--- src/rtl/tag_pkg.sv ---
// Shared types for the tag issue controller: FSM encoding, block descriptor
// layout and the default tag count.
package tag_pkg;

    localparam int DEFAULT_NUM_TAG = 2;

    typedef enum logic [1:0] {
        IDLE,
        RUN,
        FLUSH,
        DONE
    } state_t;

    typedef struct packed {
        logic reuse;
        logic bias_prev_sw;
        logic ddr_pe_sw;
        logic last;
    } blk_desc_t;

endpackage

--- src/rtl/rr_tag_ptr.sv ---
// Round-robin tag pointer: wraps from NUM_TAG-1 back to 0 on advance; clear
// has priority so a layer always restarts at tag 0.
module rr_tag_ptr
    import tag_pkg::*;
#(
    parameter int NUM_TAG = DEFAULT_NUM_TAG,
    parameter int TAG_W   = $clog2(NUM_TAG)
) (
    input  logic             clk,
    input  logic             reset,
    input  logic             i_advance,
    input  logic             i_clear,
    output logic [TAG_W-1:0] o_ptr
);

    logic [TAG_W-1:0] r_ptr;

    always_ff @(posedge clk or negedge reset) begin
        if (!reset) begin
            r_ptr <= '0;
        end else if (i_clear) begin
            r_ptr <= '0;
        end else if (i_advance) begin
            r_ptr <= (r_ptr == TAG_W'(NUM_TAG - 1)) ? '0 : r_ptr + 1'b1;
        end
    end

    assign o_ptr = r_ptr;

endmodule

--- src/rtl/tag_issue_ctrl.sv ---
// Issues decoded compute blocks to the tag_logic array in round-robin order,
// tracks in-flight tags, flushes after the last block and pulses layer_done.
module tag_issue_ctrl
    import tag_pkg::*;
#(
    parameter int NUM_TAG = DEFAULT_NUM_TAG,
    parameter int TAG_W   = $clog2(NUM_TAG)
) (
    input  logic               clk,
    input  logic               reset,
    input  logic               blk_valid,
    output logic               blk_ready,
    input  logic               blk_reuse,
    input  logic               blk_bias_prev_sw,
    input  logic               blk_ddr_pe_sw,
    input  logic               blk_last,
    output logic [NUM_TAG-1:0] tag_req,
    input  logic [NUM_TAG-1:0] tag_ready,
    output logic               tag_reuse,
    output logic               tag_bias_prev_sw,
    output logic               tag_ddr_pe_sw,
    output logic [NUM_TAG-1:0] tag_flush,
    input  logic [NUM_TAG-1:0] tag_done,
    output logic [TAG_W-1:0]   cur_tag,
    output logic [NUM_TAG-1:0] busy,
    output logic               layer_done,
    output logic               err
);

    state_t             r_state;
    state_t             w_state_next;
    logic               r_hold_valid;
    blk_desc_t          r_hold;
    logic [NUM_TAG-1:0] r_busy;
    logic               r_err;

    logic [TAG_W-1:0]   w_cur_tag;
    logic [NUM_TAG-1:0] w_tag_req;
    logic [NUM_TAG-1:0] w_issue_vec;
    logic               w_issue;
    logic               w_accept;
    logic               w_blk_ready;
    logic               w_flush;
    logic               w_layer_done;
    logic               w_ptr_clear;

    rr_tag_ptr #(
        .NUM_TAG (NUM_TAG),
        .TAG_W   (TAG_W)
    ) u_ptr (
        .clk       (clk),
        .reset     (reset),
        .i_advance (w_issue),
        .i_clear   (w_ptr_clear),
        .o_ptr     (w_cur_tag)
    );

    // Request comes only from registers, so tag_ready never loops back into tag_req.
    always_comb begin
        w_tag_req            = '0;
        w_tag_req[w_cur_tag] = r_hold_valid;
    end

    assign w_issue     = r_hold_valid && tag_ready[w_cur_tag];
    assign w_issue_vec = w_issue ? w_tag_req : '0;
    assign w_accept    = blk_valid && w_blk_ready;

    always_ff @(posedge clk or negedge reset) begin
        if (!reset) begin
            r_state <= IDLE;
        end else begin
            r_state <= w_state_next;
        end
    end

    always_comb begin
        w_state_next = r_state;
        w_blk_ready  = 1'b0;
        w_flush      = 1'b0;
        w_layer_done = 1'b0;
        w_ptr_clear  = 1'b0;
        case (r_state)
            IDLE: begin
                w_state_next = RUN;
            end
            RUN: begin
                w_blk_ready = !r_hold_valid || w_issue;
                if (w_issue && r_hold.last) begin
                    w_state_next = FLUSH;
                end
            end
            FLUSH: begin
                w_flush = 1'b1;
                if (r_busy == '0) begin
                    w_state_next = DONE;
                end
            end
            DONE: begin
                w_layer_done = 1'b1;
                w_ptr_clear  = 1'b1;
                w_state_next = RUN;
            end
            default: begin
                w_state_next = IDLE;
            end
        endcase
    end

    // A slot refilled in the same cycle it issues stays valid, giving one block per cycle.
    always_ff @(posedge clk or negedge reset) begin
        if (!reset) begin
            r_hold_valid <= 1'b0;
            r_hold       <= '0;
        end else if (w_accept) begin
            r_hold_valid <= 1'b1;
            r_hold       <= {blk_reuse, blk_bias_prev_sw, blk_ddr_pe_sw, blk_last};
        end else if (w_issue) begin
            r_hold_valid <= 1'b0;
        end
    end

    // A new issue to a tag outranks its done pulse in the same cycle.
    always_ff @(posedge clk or negedge reset) begin
        if (!reset) begin
            r_busy <= '0;
            r_err  <= 1'b0;
        end else begin
            r_busy <= w_issue_vec | (r_busy & ~tag_done);
            r_err  <= r_err | (|(tag_done & ~r_busy));
        end
    end

    assign blk_ready        = w_blk_ready;
    assign tag_req          = w_tag_req;
    assign tag_reuse        = r_hold.reuse;
    assign tag_bias_prev_sw = r_hold.bias_prev_sw;
    assign tag_ddr_pe_sw    = r_hold.ddr_pe_sw;
    assign tag_flush        = {NUM_TAG{w_flush}};
    assign cur_tag          = w_cur_tag;
    assign busy             = r_busy;
    assign layer_done       = w_layer_done;
    assign err              = r_err;

endmodule

--- config.mk ---
export PLATFORM = sky130hd
export DESIGN_NAME = tag_issue_ctrl
export DESIGN_NICKNAME = d
export VERILOG_FILES = /design/src/rtl/tag_pkg.sv /design/src/rtl/rr_tag_ptr.sv /design/src/rtl/tag_issue_ctrl.sv
export SDC_FILE = /design/constraint.sdc
export NUM_CORES = 1
export LEC_CHECK = 0
export ABC_AREA = 1
export BUFFER_PORTS_ARGS = -buffer_cell sky130_fd_sc_hd__buf_2
export CAP_MARGIN = 5
export CORE_AREA = 2 2 39 41
export DETAILED_ROUTE_END_ITERATION = 8
export DIE_AREA = 0 0 41 43
export GPL_TIMING_DRIVEN = 0
export PLACE_DENSITY_LB_ADDON = 0.08
export SLEW_MARGIN = 5
export SYNTH_ARGS = -nofsm -noshare
export SYNTH_HDL_FRONTEND = slang
export SYNTH_HIERARCHICAL = 1
export SYNTH_SLANG_ARGS = --single-unit
--- constraint.sdc ---
create_clock -name clk -period 3.39 [get_ports clk]
set_input_delay 0.678 -clock clk [delete_from_list [all_inputs] [get_ports clk]]
set_output_delay 0.678 -clock clk [all_outputs]
set_load 0.02 [all_outputs]
== After elaboration in Yosys (flattened, before gate mapping) ==
Cells that the tools add are included.

* Input bits: 11
* Register bits: 11
* Word-level logic and storage cells: 53
* Output and inout port bits: 13

* Reduce and logical (&&, ||, !) cells: 13
* Equality and inequality tests: 5
* $add $sub $neg: 1
* Bitwise gates (word level): 7
* Multiplexer cells: 16
* $lt $le $gt $ge: 2

{| class="wikitable"
|+ Operator list
! cell !! number
|-
| 2-to-1 mux 1 bit || 11
|-
| bitwise AND 2 bit || 3
|-
| 2-to-1 mux 2 bit || 3
|-
| case mux 2 bit (3 select lines) || 1
|-
| equality test 2 bit (second input constant) || 2
|-
| logical AND 1 bit || 4
|-
| logical NOT 2 bit || 2
|-
| != test 2 bit (second input constant) || 2
|-
| inverter 2 bit || 2
|-
| nonzero test 2 bit || 2
|-
| OR reduction 2 bit || 2
|-
| equality test 2 x 1 -> 1 bit (second input constant) || 1
|-
| < comparator 1 x 2 -> 1 bit (second input constant) || 1
|-
| OR 2 bit || 1
|-
| AND reduction 2 bit || 1
|-
| adder 1 bit (second input constant) || 1
|-
| demux 1 bit (select 1 bit) || 1
|-
| >= comparator 1 bit (second input constant) || 1
|-
| logical NOT 1 bit || 1
|-
| logical OR 1 bit || 1
|-
| OR 1 bit || 1
|}

== Depth between registers and ports, before layout ==
Gate-level depths: netlist (run 1).

* Depth after elaboration: 7
* Gate-level depth with buffers: 8
* Mapped depth without buffers: 8

== By module ==
The synthesis (run 1) kept the hierarchy.

{| class="wikitable"
|+ By module, submodules not included
! module !! cells each !! area an instance (um^2) !! times used
|-
| tag_issue_ctrl || 63 || 539.3 || 1
|-
| rr_tag_ptr || 6 || 43.8 || 1
|}

== Worst setup path before layout (run 1) ==
Ideal clock, no wire load.

* Path kind: input -> output
* Start: input tag_ready[1]
* End: output blk_ready
* Buffers on the path: 1
* Arrival time: 1.097 ns
* Data required time: 2.712 ns
* Stages on the path: 4
* Path slack: 1.615 ns
* Cell sequence: nand2_1 nand3_2 and2_4 buf_6

* Cells in the longest elaborated chain, start to end: 5

{| class="wikitable"
|+ Ends and longest elaborated chain
! item !! RTL line !! RTL
|-
| from (decl) || tag_issue_ctrl.sv:18 || <nowiki>input logic [NUM_TAG-1:0] tag_ready,</nowiki>
|-
| 2-to-1 mux 1 bit (not written as such) (2 in a row) || tag_issue_ctrl.sv:64 || <nowiki>assign w_issue = r_hold_valid && tag_ready[w_cur_tag];</nowiki>
|-
| logical AND 1 bit || tag_issue_ctrl.sv:64 ||
|-
| logical OR 1 bit || tag_issue_ctrl.sv:87 || <nowiki>w_blk_ready = !r_hold_valid || w_issue;</nowiki>
|-
| 2-to-1 mux 1 bit || tag_issue_ctrl.sv:82 || <nowiki>case (r_state)</nowiki>
|-
| to (decl) || tag_issue_ctrl.sv:12 || <nowiki>output logic blk_ready,</nowiki>
|}

Every way passes these cells. The select of a mux whose other input is x is not followed.

== Final worst setup path (run 1) ==
Ends and elaborated chain as after synthesis.

==> results_dict.tcl, run 1 <==
set metrics [dict create \
    status "complete, no violations" \
    synth-seq-cells 11 \
    synth_cell_types 15 \
    antenna_found_initial 0 \
    finalWorstSetupSlack_ns 1.34 \
    report.final.slew_viol_count 0 \
    io_pins 24 \
    dieArea_mm2 0.00176 \
    vias 514 \
    ys_seq_area_share_pct 47.2 \
    cp_max_fo 6 \
    switching_power_uw 301 \
    cts_buffers 3 \
    worstHoldPathType "primary input to asynchronous set/reset pin" \
    clockBufferDepth 2 \
    worstSetupPathType "primary input to output port" \
    startpoint_type "primary input" \
    overflow 0 \
    hold_slack_ns 0.265 \
    fin_crit_ns 2.05 \
    worstMarginPinSlew_ns 0.373 \
    fp.coreArea_mm2 0.00138 \
    drc 0 \
    final_cell_mix "23 x nand2_1, 23 x buf_2, 11 x dfrtp_1" \
    gp_congestion 0.680 \
    clk-insertion-delay-late_ns 0.27 \
    grt_max_degree 12 \
    hold_violations 0 \
    hold_buffers 0 \
    syn-num-nets 84 \
    wire_per_inst_um 9.76 \
    hpwl_um 883 \
    start_util_pct 42.1 \
    post-route-period-util_pct 60.6 \
    endpoint_kind "output port" \
    routed_via_density 4.59 \
    combPwrFrac_pct 52.8 \
    grt_pass1_vias 462 \
    clkPwrFrac_pct 13.3 \
    die_w_um 41 \
    cts.sinks 11 \
    rr_endpoint "r_state[0]$_DFFE_PN0P_" \
    cp_slowest_cell "buf_2" \
    dp_slack_ns 1.33 \
    fmaxAchievable_ghz 0.487 \
    synth_cells 69 \
    timing.critical_path.mode_cell "buf_2" \
    wirelength_mm 1.09 \
    rr_worst_depth 6 \
    die_h_um 43 \
    avgSynthCellArea_um2 8.45 \
    path_clk_slew_ns 0.07 \
    grt_usage_pct 16.6 \
    power_density_mw_per_mm2 906 \
    n_antenna_cell 0 \
    seqPwrFrac_pct 33.9 \
    maxCapViolCount 0 \
    postCtsSetupBuffers 0 \
    grt_pass1_wl_mm 1.86 \
    utilization_pct 53.8 \
    cts_resized 0 \
    dr.pass1.iters 4 \
    timing.slew.headroom_pct 74.9 \
    std_cell_rows 14 \
    startpoint "tag_ready[1]" \
    fin_nets 112 \
    fin_setup_tns_ns 0 \
    fillers 152 \
    drive_above_1_share_pct 35.4 \
    critPathMaxStageDelay_ns 0.15 \
    cts_tree "yes" \
    fin_skew_ns 0.00283 \
    p_total_uw 675 \
    regToRegSetupSlack_ns 2.16 \
    drtIter0Drc 5 \
    areaGrowthSynthToFinish_pct 27.7 \
    rsz0062_at_grt "false" \
    root_buffer "clkbuf_4" \
    synth.cell_area_um2 583 \
    leakage_uw 0.000453 \
    ys_warn_count 6 \
    worstPathCellList "buf_2 > nand2_1 > nand3_2 > and2_4 > buf_6 > buf_2" \
    cp_data_arrival_time_ns 1.38 \
    internal_power_uw 374 \
    drtAntennaViolNets 0 \
    cp_data_required_time_ns 2.71 \
    netSwitchingFraction_pct 44.6 \
    cp-endpoint "blk_ready" \
    htreeDepth 1 \
    portBuffers 23 \
    vdd_drop_max_mv 0.375 \
    finalSetupViolations 0 \
    r2r-start "r_state[0]$_DFFE_PN0P_" \
]
layout make-up:
class	count	area, um2	area share [%]
inverters	10	37.5	5.04
plain buffers	3	26.3	3.53
clock buffers	4	26.3	3.53
repair buffers	23	115	15.5
multi-input cells	45	244	32.8
flip-flops and latches	11	275	37.0
well taps	16	20.0	2.69
Yosys cell counts:
master / count / area, um2
o21ai_0: 3 / 15.0
nand3_1: 7 / 35.0
nand2_2: 1 / 6.26
and2_4: 1 / 8.76
nor2_1: 3 / 11.3
inv_1: 9 / 33.8
buf_6: 1 / 11.3
buf_4: 2 / 15.0
nand3_2: 1 / 10.0
a221o_1: 1 / 10.0
dfrtp_1: 11 / 275
inv_2: 1 / 3.75
nand2_4: 1 / 11.3
nand2_1: 23 / 86.3
ha_1: 4 / 50.1
per-stage QoR:
stage | cells | cell area, um2
4_1_cts | 112 | 744
3_5_place_dp | 108 | 718
5_1_grt | 112 | 744
6_report | 112 | 744
2_1_floorplan | 69 | 583
3_3_place_gp | 108 | 718
worst max-delay path, delay by kind of cell:
kind	cells	cell delay, ns
AND/OR/NAND/NOR	3	0.32
buffers and inverters	3	0.37
state kept, by name (all words and copies together), names as in the netlist:
signal and count:
busy 2, r_state 2, err 1, r_hold 1, r_hold_valid 1, tag_bias_prev_sw 1
tag_ddr_pe_sw 1, tag_reuse 1, u_ptr/o_ptr 1
power groups by stage:
stage,clock network [uW],registers [uW],logic [uW]
finish,89.5,229,356
global route,102,238,405
CTS,94.7,231,364
floorplan,0,260,235
detailed placement,0,232,362
global placement,0,232,357
worst min-delay path by stage:
stage | endpoint | start | slack [ns]
after global routing | u_ptr/o_ptr$_DFFE_PN0P_ | reset | 0.27
after floorplan | busy[0]$_DFF_PN0_ | reset | 0.38
final | busy[0]$_DFF_PN0_ | reset | 0.26
after global placement | tag_ddr_pe_sw$_DFFE_PN0P_ | tag_ddr_pe_sw$_DFFE_PN0P_ | 0.45
after detailed placement | tag_bias_prev_sw$_DFFE_PN0P_ | tag_bias_prev_sw$_DFFE_PN0P_ | 0.46
after CTS | r_state[1]$_DFFE_PN0P_ | reset | 0.27
cells by family after synthesis:
family	count (synthesis)	synth area share [%]
simple gates	37	29.0
buf+inv	13	10.9
flops	11	47.2
compound gates	4	4.29
fa+ha+maj	4	8.58
metal layers:
layer | GRT usage [%] | up-vias | wire [um]
met3 | 3.14 | 2 | 74
li1 | - | 264 | -
met1 | 19.7 | 232 | 472
met2 | 24.4 | 16 | 525
met5 | 0 | - | 0
met4 | 14.0 | 0 | 20
No activity file was read; power rests on OpenSTA's default activity.
==> inputs of run 2 (changes only) <==
Settings changed: ABC_AREA 1 to 0, CORE_AREA 2 2 39 41 to 2 2 41 43, DIE_AREA 0 0 41 43 to 0 0 43 45.
Clock period 3.39 ns to 1.8 ns, I/O delays scaled along.
==> results_dict.tcl, run 2 <==
set metrics [dict create \
    cts_buffers 3 \
    finalSetupViolations 0 \
    cp_data_required_time_ns 1.44 \
    root_buffer "clkbuf_4" \
    wire_per_inst_um 11.2 \
    maxCapViolCount 0 \
    fin_nets 90 \
    io_pins 24 \
    ys.flop_type "dfrtp_1" \
    final_common_cell "buf_2" \
    grt_pass1_wl_mm 1.58 \
    n_antenna_cell 0 \
    synth-seq-cells 11 \
    final_cell_mix "23 x buf_2, 10 x dfrtp_1" \
    regToRegSetupSlack_ns 0.30 \
    async_flop_share_pct 100 \
    synth.cell_area_um2 553 \
    endpoint_kind "output port" \
    critPathMaxStageDelay_ns 0.43 \
    portBuffers 23 \
    clockBufferDepth 2 \
    dp_slack_ns 0.233 \
    areaGrowthSynthToFinish_pct 34.2 \
    htreeDepth 1 \
    hold_slack_ns 0.289 \
    yosysMostFrequentCell "dfrtp_1" \
    die_h_um 45 \
    hold_violations 0 \
    timing.slew.headroom_pct 82.5 \
    leakage_uw 0.000384 \
    power_density_mw_per_mm2 1690 \
    std_cell_rows 14 \
    post-route-period-util_pct 95.1 \
    worstMarginPinSlew_ns 0.262 \
    fin_skew_ns 0.00394 \
    vias 406 \
    fin_crit_ns 1.71 \
    avgSynthCellArea_um2 12.3 \
    fmaxAchievable_ghz 0.584 \
    synth_common_cells "11 x dfrtp_1, 4 x ha_1, 4 x inv_1, 4 x mux2_2, 4 x nand2_1" \
    clk-insertion-delay-late_ns 0.26 \
    cp_data_arrival_time_ns 1.35 \
    grt_pass1_vias 378 \
    synth_edf_count 0 \
    min_to "busy[1]$_DFF_PN0_" \
    report.final.slew_viol_count 0 \
    path_clk_slew_ns 0.06 \
    vdd_drop_max_mv 0.748 \
    netlist_top_cells_area "dfrtp_1 50%, ha_1 9.0%, mux2_2 8.1%" \
    worstPathCellList "mux2i_4 > nand2_1 > and2_1 > buf_2" \
    placed_area_um2 688 \
    cts_tree "yes" \
    startpoint_type "flip-flop" \
    gp_congestion 0.699 \
    min_from "tag_done[1]" \
    drtAntennaViolNets 0 \
    start_util_pct 37.6 \
    dr.pass1.iters 2 \
    cts.sinks 11 \
    fp.coreArea_mm2 0.00147 \
    cp_max_fo 5 \
    synth_largest_area_cell "dfrtp_1" \
    hpwl_um 828 \
    overflow 0 \
    dieArea_mm2 0.00194 \
    synth_cells 45 \
    synth.top_cell.area_share_pct 49.8 \
    finalWorstSetupSlack_ns 0.0880 \
    drtIter0Drc 2 \
    ys_seq_area_share_pct 49.8 \
    ys_warn_count 6 \
    wirelength_mm 1.00 \
    syn-num-nets 60 \
    antenna_found_initial 0 \
    grt_max_degree 12 \
    status "complete, no violations" \
    worstSetupPathType "flip-flop to output port" \
    die_w_um 43 \
    cp_slowest_cell "dfrtp_2" \
    drive_above_1_share_pct 54.1 \
    rr_worst_depth 5 \
    rr_endpoint "tag_bias_prev_sw$_DFFE_PN0P_" \
    utilization_pct 50.4 \
    drc 0 \
    synth_cell_types 20 \
    finish.instance_area_um2 742 \
    worstHoldPathType "primary input to flip-flop" \
    grt_usage_pct 11.3 \
    routed_via_density 4.51 \
    r2r-start "r_state[1]$_DFFE_PN0P_" \
    worst_hold_path.num_cells 2 \
]
## run 2: kinds of logic (layout without fill, tap and decap cells)
group | after synthesis | count (layout) | share of synthesized area (%)
xor+xnor | 1 | 1 | 1.58
mux | 7 | 7 | 14.3
compound gates | 7 | 7 | 10.9
fa+ha+maj | 4 | 4 | 9.05
flops | 11 | 11 | 49.8
simple gates | 9 | 9 | 9.05
buf+inv | 6 | 35 | 5.43
## run 2: worst max-delay path by stage
stage | cells after the start | end | start | slack, ns
2_1_floorplan | 3 | blk_ready | u_ptr/o_ptr$_DFFE_PN0P_ | 0.28
3_3_place_gp | 4 | blk_ready | u_ptr/o_ptr$_DFFE_PN0P_ | 0.24
3_5_place_dp | 4 | blk_ready | u_ptr/o_ptr$_DFFE_PN0P_ | 0.23
4_1_cts | 4 | blk_ready | u_ptr/o_ptr$_DFFE_PN0P_ | 0.04
5_1_grt | 4 | blk_ready | u_ptr/o_ptr$_DFFE_PN0P_ | -0.004
6_report | 4 | blk_ready | u_ptr/o_ptr$_DFFE_PN0P_ | 0.09
## run 2: where the power goes
group,switching [uW],leakage [uW],total (uW),internal [uW]
clock,76.2,0.0000150,162,85.5
sequential,82.7,0.000130,434,352
combinational,354,0.000240,656,303
## run 2: layout make-up
type | count | area, um2
timing repair buffer | 25 | 133
tap | 16 | 20.0
buffer | 2 | 15.0
clock buffer | 4 | 26.3
fill | 151 | 729
sequential | 11 | 277
multi-input combinational | 28 | 256
inverter | 4 | 15.0
## run 2: repair_timing
item,4_1_cts,5_1_grt
pin swaps,0,0
setup endpoints to repair,1,1
endpoints found under the hold margin,11,0
gates resized for setup,2,0
setup buffers,0,1
hold buffers,1,0
## run 2: through the flow
stage | cells | power (uW) | TNS, ns
after floorplan | 45 | 901 | 0
after global routing | 90 | 1350 | -0.00402
after detailed placement | 84 | 1090 | 0
final | 90 | 1250 | 0
after CTS | 89 | 1270 | 0
after global placement | 84 | 1080 | 0
## run 2: per-layer routing
metal  up-vias  part of all wire, %  routed length (um)  track usage [%]
met1       186                   48                 485             15.5
met5         -                    0                   0                0
met3         0                  6.6                  66             3.60
met4         0                    0                   0             3.64
met2        15                   45                 452             17.0
li1        205                    -                   -                -
## run 2: critical path, delay by kind of cell, from the launching register on
family	cells	cell delay, ns
flops	1	0.43
mux	1	0.28
simple gates	2	0.24
buf+inv	1	0.15
